===== config.mk =====
export PLATFORM = sky130hd
export DESIGN_NAME = ahb_dma_regfile
export DESIGN_NICKNAME = d
export VERILOG_FILES = /design/src/rtl/ahb_dma_regfile.sv
export SDC_FILE = /design/constraint.sdc
export NUM_CORES = 1
export LEC_CHECK = 0
export CORE_AREA = 3 3 231 233
export DETAILED_ROUTE_END_ITERATION = 8
export DIE_AREA = 0 0 234 236
export PLACE_DENSITY = 0.69
export SLEW_MARGIN = 40
export SYNTH_ARGS = -nofsm -noshare
export SYNTH_HDL_FRONTEND = slang
export SYNTH_SLANG_ARGS = --single-unit

===== constraint.sdc =====
create_clock -name clk_i -period 4.3 [get_ports clk_i]
set_input_delay 0.86 -clock clk_i [delete_from_list [all_inputs] [get_ports clk_i]]
set_output_delay 0.86 -clock clk_i [all_outputs]
set_load 0.05 [all_outputs]

===== src/rtl/ahb_dma_regfile.sv =====
`default_nettype none
// ============================================================================
// ahb_dma_regfile : DMA channel register file, start/done handshake and IRQ
// Revision        : 1.0
// ============================================================================
module ahb_dma_regfile #(
  parameter int CH_NUM = 4,
  parameter int SIZE_W = 16
) (
  input  logic                     clk_i,
  input  logic                     rst_i,
  input  logic                     slave_write_enable,
  input  logic [31:0]              slave_write_address,
  input  logic [31:0]              slave_write_data,
  input  logic                     slave_read_enable,
  input  logic [31:0]              slave_read_address,
  output logic [31:0]              slave_read_data,
  output logic                     slave_error,
  output logic [CH_NUM-1:0]        ch_start,
  output logic [32*CH_NUM-1:0]     ch_src_addr,
  output logic [32*CH_NUM-1:0]     ch_dst_addr,
  output logic [SIZE_W*CH_NUM-1:0] ch_size,
  output logic [4*CH_NUM-1:0]      ch_ctrl,
  input  logic [CH_NUM-1:0]        ch_done,
  input  logic [CH_NUM-1:0]        ch_err,
  output logic                     irq_o
);

  typedef enum logic [1:0] {
    ST_IDLE  = 2'd0,
    ST_START = 2'd1,
    ST_RUN   = 2'd2
  } state_t;

  localparam logic [4:0]  c_ch_end   = 5'(CH_NUM + 2);
  localparam logic [31:0] c_int_bits = ((32'd1 << CH_NUM) - 32'd1) * 32'h0001_0001;

  // Aligned and decoding to INT_STATUS, INT_MASK or an existing channel slot
  function automatic logic addr_hit(input logic [7:0] a);
    addr_hit = (a[1:0] == 2'b00) &&
               ((a[7:2] == 6'd0) || (a[7:2] == 6'd1) ||
                ((a[7:4] >= 4'd2) && ({1'b0, a[7:4]} < c_ch_end)));
  endfunction

  logic [31:0]       r_int_status, w_nxt_status;
  logic [31:0]       r_int_mask,   w_nxt_mask;
  logic [31:0]       r_src  [CH_NUM];
  logic [31:0]       w_nxt_src [CH_NUM];
  logic [31:0]       r_dst  [CH_NUM];
  logic [31:0]       w_nxt_dst [CH_NUM];
  logic [SIZE_W-1:0] r_size [CH_NUM];
  logic [SIZE_W-1:0] w_nxt_size [CH_NUM];
  logic [4:0]        r_cfg  [CH_NUM];
  logic [4:0]        w_nxt_cfg [CH_NUM];
  state_t            r_state [CH_NUM];
  state_t            w_nxt_state [CH_NUM];
  logic [CH_NUM-1:0] r_en, w_nxt_en;

  logic [7:0]  w_wr_a, w_rd_a;
  logic [3:0]  w_wr_idx, w_rd_idx;
  logic        w_wr_hit, w_rd_hit, w_wr_err;
  logic [31:0] w_rd_val;
  logic [31:0] r_rd_data;
  logic        r_err, r_irq;
  logic        w_unused_addr;

  assign w_wr_a        = slave_write_address[7:0];
  assign w_rd_a        = slave_read_address[7:0];
  assign w_wr_idx      = w_wr_a[7:4] - 4'd2;
  assign w_rd_idx      = w_rd_a[7:4] - 4'd2;
  assign w_wr_hit      = addr_hit(w_wr_a);
  assign w_rd_hit      = addr_hit(w_rd_a);
  assign w_unused_addr = ^{slave_write_address[31:8], slave_read_address[31:8]};

  always_comb begin
    w_nxt_status = r_int_status;
    w_nxt_mask   = r_int_mask;
    w_nxt_en     = r_en;
    w_wr_err     = 1'b0;
    for (int i = 0; i < CH_NUM; i++) begin
      w_nxt_src[i]   = r_src[i];
      w_nxt_dst[i]   = r_dst[i];
      w_nxt_size[i]  = r_size[i];
      w_nxt_cfg[i]   = r_cfg[i];
      w_nxt_state[i] = r_state[i];
    end
    if (slave_write_enable) begin
      if (!w_wr_hit) begin
        w_wr_err = 1'b1;
      end else if (w_wr_a[7:2] == 6'd0) begin
        w_nxt_status = r_int_status & ~slave_write_data;
      end else if (w_wr_a[7:2] == 6'd1) begin
        w_nxt_mask = slave_write_data & c_int_bits;
      end else begin
        for (int i = 0; i < CH_NUM; i++) begin
          if (w_wr_idx == 4'(i)) begin
            if (r_state[i] != ST_IDLE) begin
              w_wr_err = 1'b1;
            end else begin
              case (w_wr_a[3:2])
                2'd0: begin
                  w_nxt_cfg[i] = slave_write_data[5:1];
                  w_nxt_en[i]  = 1'b0;
                  if (slave_write_data[0]) begin
                    if (r_size[i] != '0) begin
                      w_nxt_en[i]    = 1'b1;
                      w_nxt_state[i] = ST_START;
                    end else begin
                      w_wr_err              = 1'b1;
                      w_nxt_status[16 + i]  = 1'b1;
                    end
                  end
                end
                2'd1:    w_nxt_src[i]  = slave_write_data;
                2'd2:    w_nxt_dst[i]  = slave_write_data;
                default: w_nxt_size[i] = slave_write_data[SIZE_W-1:0];
              endcase
            end
          end
        end
      end
    end
    // Engine events are applied after the W1C so a same-cycle set wins
    for (int i = 0; i < CH_NUM; i++) begin
      case (r_state[i])
        ST_START: w_nxt_state[i] = ST_RUN;
        ST_RUN: begin
          if (ch_err[i]) begin
            w_nxt_status[16 + i] = 1'b1;
            w_nxt_en[i]          = 1'b0;
            w_nxt_state[i]       = ST_IDLE;
          end else if (ch_done[i]) begin
            w_nxt_status[i] = 1'b1;
            w_nxt_en[i]     = 1'b0;
            w_nxt_state[i]  = ST_IDLE;
          end
        end
        default: ;
      endcase
    end
  end

  // Reads see post-write values, which gives the read-after-write bypass
  always_comb begin
    w_rd_val = '0;
    if (w_rd_a[7:2] == 6'd0) begin
      w_rd_val = w_nxt_status;
    end else if (w_rd_a[7:2] == 6'd1) begin
      w_rd_val = w_nxt_mask;
    end else begin
      for (int i = 0; i < CH_NUM; i++) begin
        if (w_rd_idx == 4'(i)) begin
          case (w_rd_a[3:2])
            2'd0:    w_rd_val = {23'd0, (w_nxt_state[i] != ST_IDLE), 2'd0,
                                 w_nxt_cfg[i], w_nxt_en[i]};
            2'd1:    w_rd_val = w_nxt_src[i];
            2'd2:    w_rd_val = w_nxt_dst[i];
            default: w_rd_val = 32'(w_nxt_size[i]);
          endcase
        end
      end
    end
  end

  always_ff @(posedge clk_i) begin
    if (rst_i) begin
      r_int_status <= '0;
      r_int_mask   <= '0;
      r_en         <= '0;
      r_rd_data    <= '0;
      r_err        <= 1'b0;
      r_irq        <= 1'b0;
      for (int i = 0; i < CH_NUM; i++) begin
        r_src[i]   <= '0;
        r_dst[i]   <= '0;
        r_size[i]  <= '0;
        r_cfg[i]   <= '0;
        r_state[i] <= ST_IDLE;
      end
    end else begin
      r_int_status <= w_nxt_status;
      r_int_mask   <= w_nxt_mask;
      r_en         <= w_nxt_en;
      r_rd_data    <= (slave_read_enable && w_rd_hit) ? w_rd_val : '0;
      r_err        <= w_wr_err | (slave_read_enable & ~w_rd_hit);
      r_irq        <= |(r_int_status & r_int_mask);
      for (int i = 0; i < CH_NUM; i++) begin
        r_src[i]   <= w_nxt_src[i];
        r_dst[i]   <= w_nxt_dst[i];
        r_size[i]  <= w_nxt_size[i];
        r_cfg[i]   <= w_nxt_cfg[i];
        r_state[i] <= w_nxt_state[i];
      end
    end
  end

  assign slave_read_data = r_rd_data;
  assign slave_error     = r_err;
  assign irq_o           = r_irq;

  for (genvar g = 0; g < CH_NUM; g++) begin : g_ch
    assign ch_start[g]                  = (r_state[g] == ST_START);
    assign ch_src_addr[32*g +: 32]      = r_src[g];
    assign ch_dst_addr[32*g +: 32]      = r_dst[g];
    assign ch_size[SIZE_W*g +: SIZE_W]  = r_size[g];
    assign ch_ctrl[4*g +: 4]            = r_cfg[g][4:1];
  end

endmodule
`default_nettype wire


After elaboration in Yosys (flattened, before gate mapping)
Memory sizes are Yosys's and may differ from the RTL's.
Index checks and enable logic that the tools add are counted.
W data, S select, Z words.
- register bits: 102
- memories: 5
- logic and storage cells: 339
- output and inout port bits: 374
- memory bits (writable): 348
- memories (name ; words ; width ; read ports ; clocked after memory_dff ; wr ports ; RTL line ; RTL):
    r_dst ; 4 ; 32 ; 4 ; 0 ; 4 ; 49 ; logic [31:0] r_dst [CH_NUM];
    r_src ; 4 ; 32 ; 4 ; 0 ; 4 ; 47 ; logic [31:0] r_src [CH_NUM];
    r_size ; 4 ; 16 ; 4 ; 0 ; 4 ; 51 ; logic [SIZE_W-1:0] r_size [CH_NUM];
    r_cfg ; 4 ; 5 ; 4 ; 0 ; 4 ; 53 ; logic [4:0] r_cfg [CH_NUM];
    r_state ; 4 ; 2 ; 4 ; 0 ; 4 ; 55 ; state_t r_state [CH_NUM];
- reduce and logical (&&, ||, !) cells: 32
- magnitude comparators: 4
- bitwise operators: 27
- add/subtract/negate cells: 2
- mux-type cells: 243
- equal/unequal tests: 20
- operators with widths (cell ; count):
    $mux W32 ; 44
    $mux W128 ; 8
    $pmux W32 S3 ; 4
    $mux W16 ; 17
    $mux W64 ; 4
    $mux W1 ; 99
    $mux W20 ; 4
    $mux W5 ; 16
    $and A32 B32 Y32 ; 2
    $mux W2 ; 32
    $reduce_bool A16 Y1 ; 4
    $mux W8 ; 4
    $not A32 Y32 ; 1
    $reduce_or A32 Y1 ; 1
    $mux W4 ; 6
    $or A1 B1 Y1 ; 21
    $eq A4 B2 Y1 const B ; 4
    $pmux W2 S2 ; 4
    $reduce_bool A2 Y1 ; 8
    $eq A2 B1 Y1 const B ; 6
    $eq A2 B2 Y1 const B ; 6
    $eq A6 B1 Y1 const B ; 2
    $logic_not A6 Y1 ; 2
    $mux W12 ; 1
    12 further kinds ; 28

Logic depth before layout (Yosys ltp)
- word-level depth: 26
- gate-level depth with buffers: 14

Least setup slack after synthesis
No wires, ideal clock.
- path type: in2reg
- start point: in slave_write_address[5]
- end point: reg r_rd_data[24] (netlist: slave_read_data[24])
- library setup time: 128 ps
- cell stages on the path: 12
- path slack: 710 ps
- path buffers: 3
- data arrival time: 3462 ps
- cell sequence: buf_2 inv_1 ha_1 clkbuf_1 a211o_1 nor4_2 buf_2 mux2i_1 o22ai_1 a2111oi_0 o22a_1 nor2_1
- cells in the longest elaborated chain, start to end: 14
- elaborated cells on any way between the ends: 46
- classes of those cells: add/sub: 1; order compare: 2; eq/ne: 4; mux: 33; reduce/logical: 6
- ends and longest elaborated chain (item ; RTL line ; RTL):
    start: declaration ; 13 ; input logic [31:0] slave_write_address,
    $sub A4 B2 Y4 ; 69 ; assign w_wr_idx = w_wr_a[7:4] - 4'd2;
    $logic_not A4 Y1 ; 96 ; if (w_wr_idx == 4'(i)) begin
    $mux W32 ; 96 ;
    $mux W128 ; 92 ; end else if (w_wr_a[7:2] == 6'd1) begin
    $mux W128 ; 90 ; end else if (w_wr_a[7:2] == 6'd0) begin
    $mux W128 ; 88 ; if (!w_wr_hit) begin
    $mux W128 ; 87 ; if (slave_write_enable) begin
    $pmux W32 S3 ; 153 ; case (w_rd_a[3:2])
    $mux W32 (4 in a row) ; 152 ; if (w_rd_idx == 4'(i)) begin
    $mux W32 ; 148 ; end else if (w_rd_a[7:2] == 6'd1) begin
    $mux W32 * ; 146 ; if (w_rd_a[7:2] == 6'd0) begin
    end signal: assignment ; 184 ; r_rd_data <= (slave_read_enable && w_rd_hit) ? w_rd_val : '0;
    end: declaration ; 63 ; logic [31:0] r_rd_data;
Every way passes the cells marked *; elsewhere a longest branch is shown, timed or not.
A chain may end at the register's enable or synchronous reset.

Worst setup path in the final report
- start point: in slave_write_address[5]
- end point: reg r_rd_data[6] (netlist: slave_read_data[6])
- cells in the longest elaborated chain, start to end: 14
- elaborated cells on any way between the ends: 54
- classes of those cells: add/sub: 1; order compare: 2; eq/ne: 4; mux: 41; reduce/logical: 6
- ends and longest elaborated chain (item ; RTL line):
    $sub A4 B2 Y4 ; 69
    $logic_not A4 Y1 ; 96
    $mux W16 or $mux W32 (tied branches) ; 96
    $mux W64 or $mux W128 (tied branches) ; 92
    $mux W64 or $mux W128 (tied branches) ; 90
    $mux W64 or $mux W128 (tied branches) ; 88
    $mux W64 or $mux W128 (tied branches) ; 87
    $pmux W32 S3 ; 153
    $mux W32 (4 in a row) ; 152
    $mux W32 ; 148
    $mux W32 * ; 146
Marked as above.

==> metrics.txt <==
setup bufs post-CTS=0; Slew HR=32.14%; area share of the largest cell type after synthesis=43.99%; Cell Pwr Density=330.5 nW/µm²; Net Count, Synth=2576; min cycle time layout=3.833 ns; worst min path class=flip-flop to flip-flop; Synth Register Bits=450; total power draw=9.426 mW; Area Growth Syn to Fin=39.23%; switching share of power=25.57%; TritonCTS buffer count=50; post-route cell area=28510 µm²; Ports=482; final WL=105.7 mm; number of synthesized flops with an enable pin=0; status=completed; mapped cell area=20480 µm²; Placed Area=26780 µm²; Pleak=11.27 nW; Clock power frac=48.1%; gr usage total=36.80%; initial core utilization=39.84%; Crit Path Max Fanout=24; Syn Area/Cell=8.352 µm²; Hold Path Cell Cnt=2; GP Congestion=1.047; first-pass GRT wire length=149.5 mm; Int Pwr=7.015 mW; DR vias=22310; clock tree buffer depth=3; maximum number of pins on one net before global-route repair=180; Layout fillers=4727; clk slew on worst S/H paths=0.06 ns; Max-Cap Viols=0; DRC Markers=0; number of global-route vias before repair=21330; vias per cell=6.064; DR WL/cell=28.73 µm; PostCTS Resize Cnt=0; ANT cells=0; critical path class=input port to flip-flop; period utilization=89.14%; largest area contributor in the netlist=dfxtp_1; Hold Startpoint=r_int_status[10]; post-DP HPWL=79.97 mm; share of cells above drive strength 1=12.43%; initial antenna violation count=2; Least-Margin Pin Slew=1.018 ns; Worst Hold Endpoint=r_int_status[10]; grt ovf=0; Sequential Area=9009 µm²; # hold bufs at CTS=0; Synth Flop Type=dfxtp_1; hold_ws=0.4674 ns; IO buf count=433; Combinational Power Share=7.6%; Worst setup EP type=flip-flop; max-slew violation total from the final report=0; sequential share of power=44.3%; asr flop ratio synth=0%; synth warn=0; clock sinks=450; core area=51410 µm²; clock skew=0.03100 ns; area of the multi-input gates=10510 µm²; synth top area cells=dfxtp_1 (44%), mux2i_1 (12%), nor2_1 (6.6%); reg2reg end=slave_read_data[18]; H-tree levels=2; Syn Inst Count=2452; Crit path arrival time=4.35 ns; count leader, synth=dfxtp_1; WP data required=4.82 ns; die area=55220 µm²; list of most frequent post-synthesis cells=dfxtp_1 (450), nor2_1 (358), nand2_1 (347); Chip Height=236 µm; initial DRC count=2912; final setup fails=0; post-route ant nets=0; nets=3088; final hold violation count=0; count of cell types in the netlist=80; FF-to-FF path depth=11; Setup crit start kind=input port; FMAX=0.2609 GHz; # rows=83; Die W=234 µm; Psw=2.410 mW; CTS tree=done; CTS root buf=clkbuf_16; RSZ-0062 raised after global routing=false; Worst VDD drop=322.6 µV; sequential area share after synthesis=43.99%; first-pass iteration count of the detailed router=6; worst skew pair latency=0.63 ns; reg-to-reg setup timing slack=1.04 ns; Crit Reg-Reg Startpoint=r_state[2][0]
==> cells in the final DEF, fill, tap and decap left out, drive strengths merged, types with 6 or more instances in the layout <==
master           n
nand2          347
a221oi          14
a21oi          199
o21ai           67
buf            252
a222oi           7
o221ai          30
nor2           359
or3              6
o22ai           78
and2            30
o32ai            8
nand4           25
nor3b            6
nand3           24
a311oi           6
a22oi           26
a211oi          17
clkinv          11
inv             30
a31oi           19
clkdlybuf4s50  427
a32oi           11
dfxtp          450
mux2i          239
clkbuf          67
nor2b           16
a211o            6
a22o             8
ha              16
o31ai            7
nor4            28
o211ai          12
and3            11
nor3            37
mux2             8
nand2b           9
==> cells by family (layout without fill, tap and decap cells) <==
kind of cell	after synthesis	count (layout)	synth area share (%)
simple gates	921	921	19.76
compound gates	567	567	17.94
flops	450	450	43.99
mux	247	247	12.12
buf+inv	247	795	5.040
fa+ha+maj	16	16	0.9775
xor+xnor	4	4	0.1711
==> stage by stage <==
step           setup TNS (ns)  setup slack [ns]  utilization, %  cells
2_1_floorplan               0            0.7102               -   2452
3_3_place_gp          -0.1426          -0.05669           52.11   3592
3_5_place_dp         -0.06748          -0.05861           52.10   3592
4_1_cts                     0            0.5878           55.47   3680
5_1_grt                     0            0.2417           55.47   3680
6_report                    0            0.4672           55.47   3680
==> power groups by stage <==
stage / Clock [mW] / Combinational [mW] / Sequential [mW]
after global placement: 0 / 0.684 / 4.27
final: 4.54 / 0.716 / 4.17
after detailed placement: 0 / 0.684 / 4.27
after global routing: 4.71 / 0.728 / 4.17
after floorplan: 0 / 0.304 / 4.28
after CTS: 4.56 / 0.687 / 4.17
==> routing by layer <==
layer | vias to the layer above | wire, µm | GRT usage [%]
met5 | - | 17 | 0
met4 | 2 | 5758 | 16.66
met3 | 266 | 11390 | 9.432
met2 | 1463 | 46470 | 56.82
met1 | 10850 | 42100 | 48.22
li1 | 9736 | - | -
==> flip-flops by register name, indices dropped and copies added, names as in the netlist <==
register,flops
r_dst,128
r_src,128
r_size,64
r_int_mask,32
r_int_status,32
slave_read_data,32
r_cfg,20
r_state,8
r_en,4
irq_o,1
slave_error,1
==> worst max path at each step <==
stage / start / to / cells past startpoint
2_1_floorplan: slave_write_address[5] / slave_read_data[24] / 12
3_5_place_dp: slave_write_address[5] / slave_read_data[6] / 12
4_1_cts: slave_write_address[5] / slave_read_data[6] / 12
5_1_grt: slave_write_address[5] / slave_read_data[18] / 12
3_3_place_gp: slave_write_address[5] / slave_read_data[6] / 14
6_report: slave_write_address[5] / slave_read_data[6] / 12
==> worst max-delay path, stage by stage <==
cell             delay (ns)
clkdlybuf4s50_1        0.54
inv_1                  0.08
ha_1                   0.47
nand4b_1               0.29
nor4_2                 0.40
buf_12                 0.28
mux2i_1                0.29
o221ai_1               0.19
o32ai_1                0.49
buf_4                  0.22
nor2_1                 0.04
o21a_1                 0.16
==> final cells by class <==
class                      instances  share of cell area [%]
inverter                          27                  0.3554
clock inverter                    22                   1.119
tap                              680                   2.984
sequential                       450                   31.59
multi-input combinational       1755                   36.86
clock buffer                      66                   4.950
timing repair buffer             680                   22.14
Note: power is estimated with default switching activity, not from simulation.
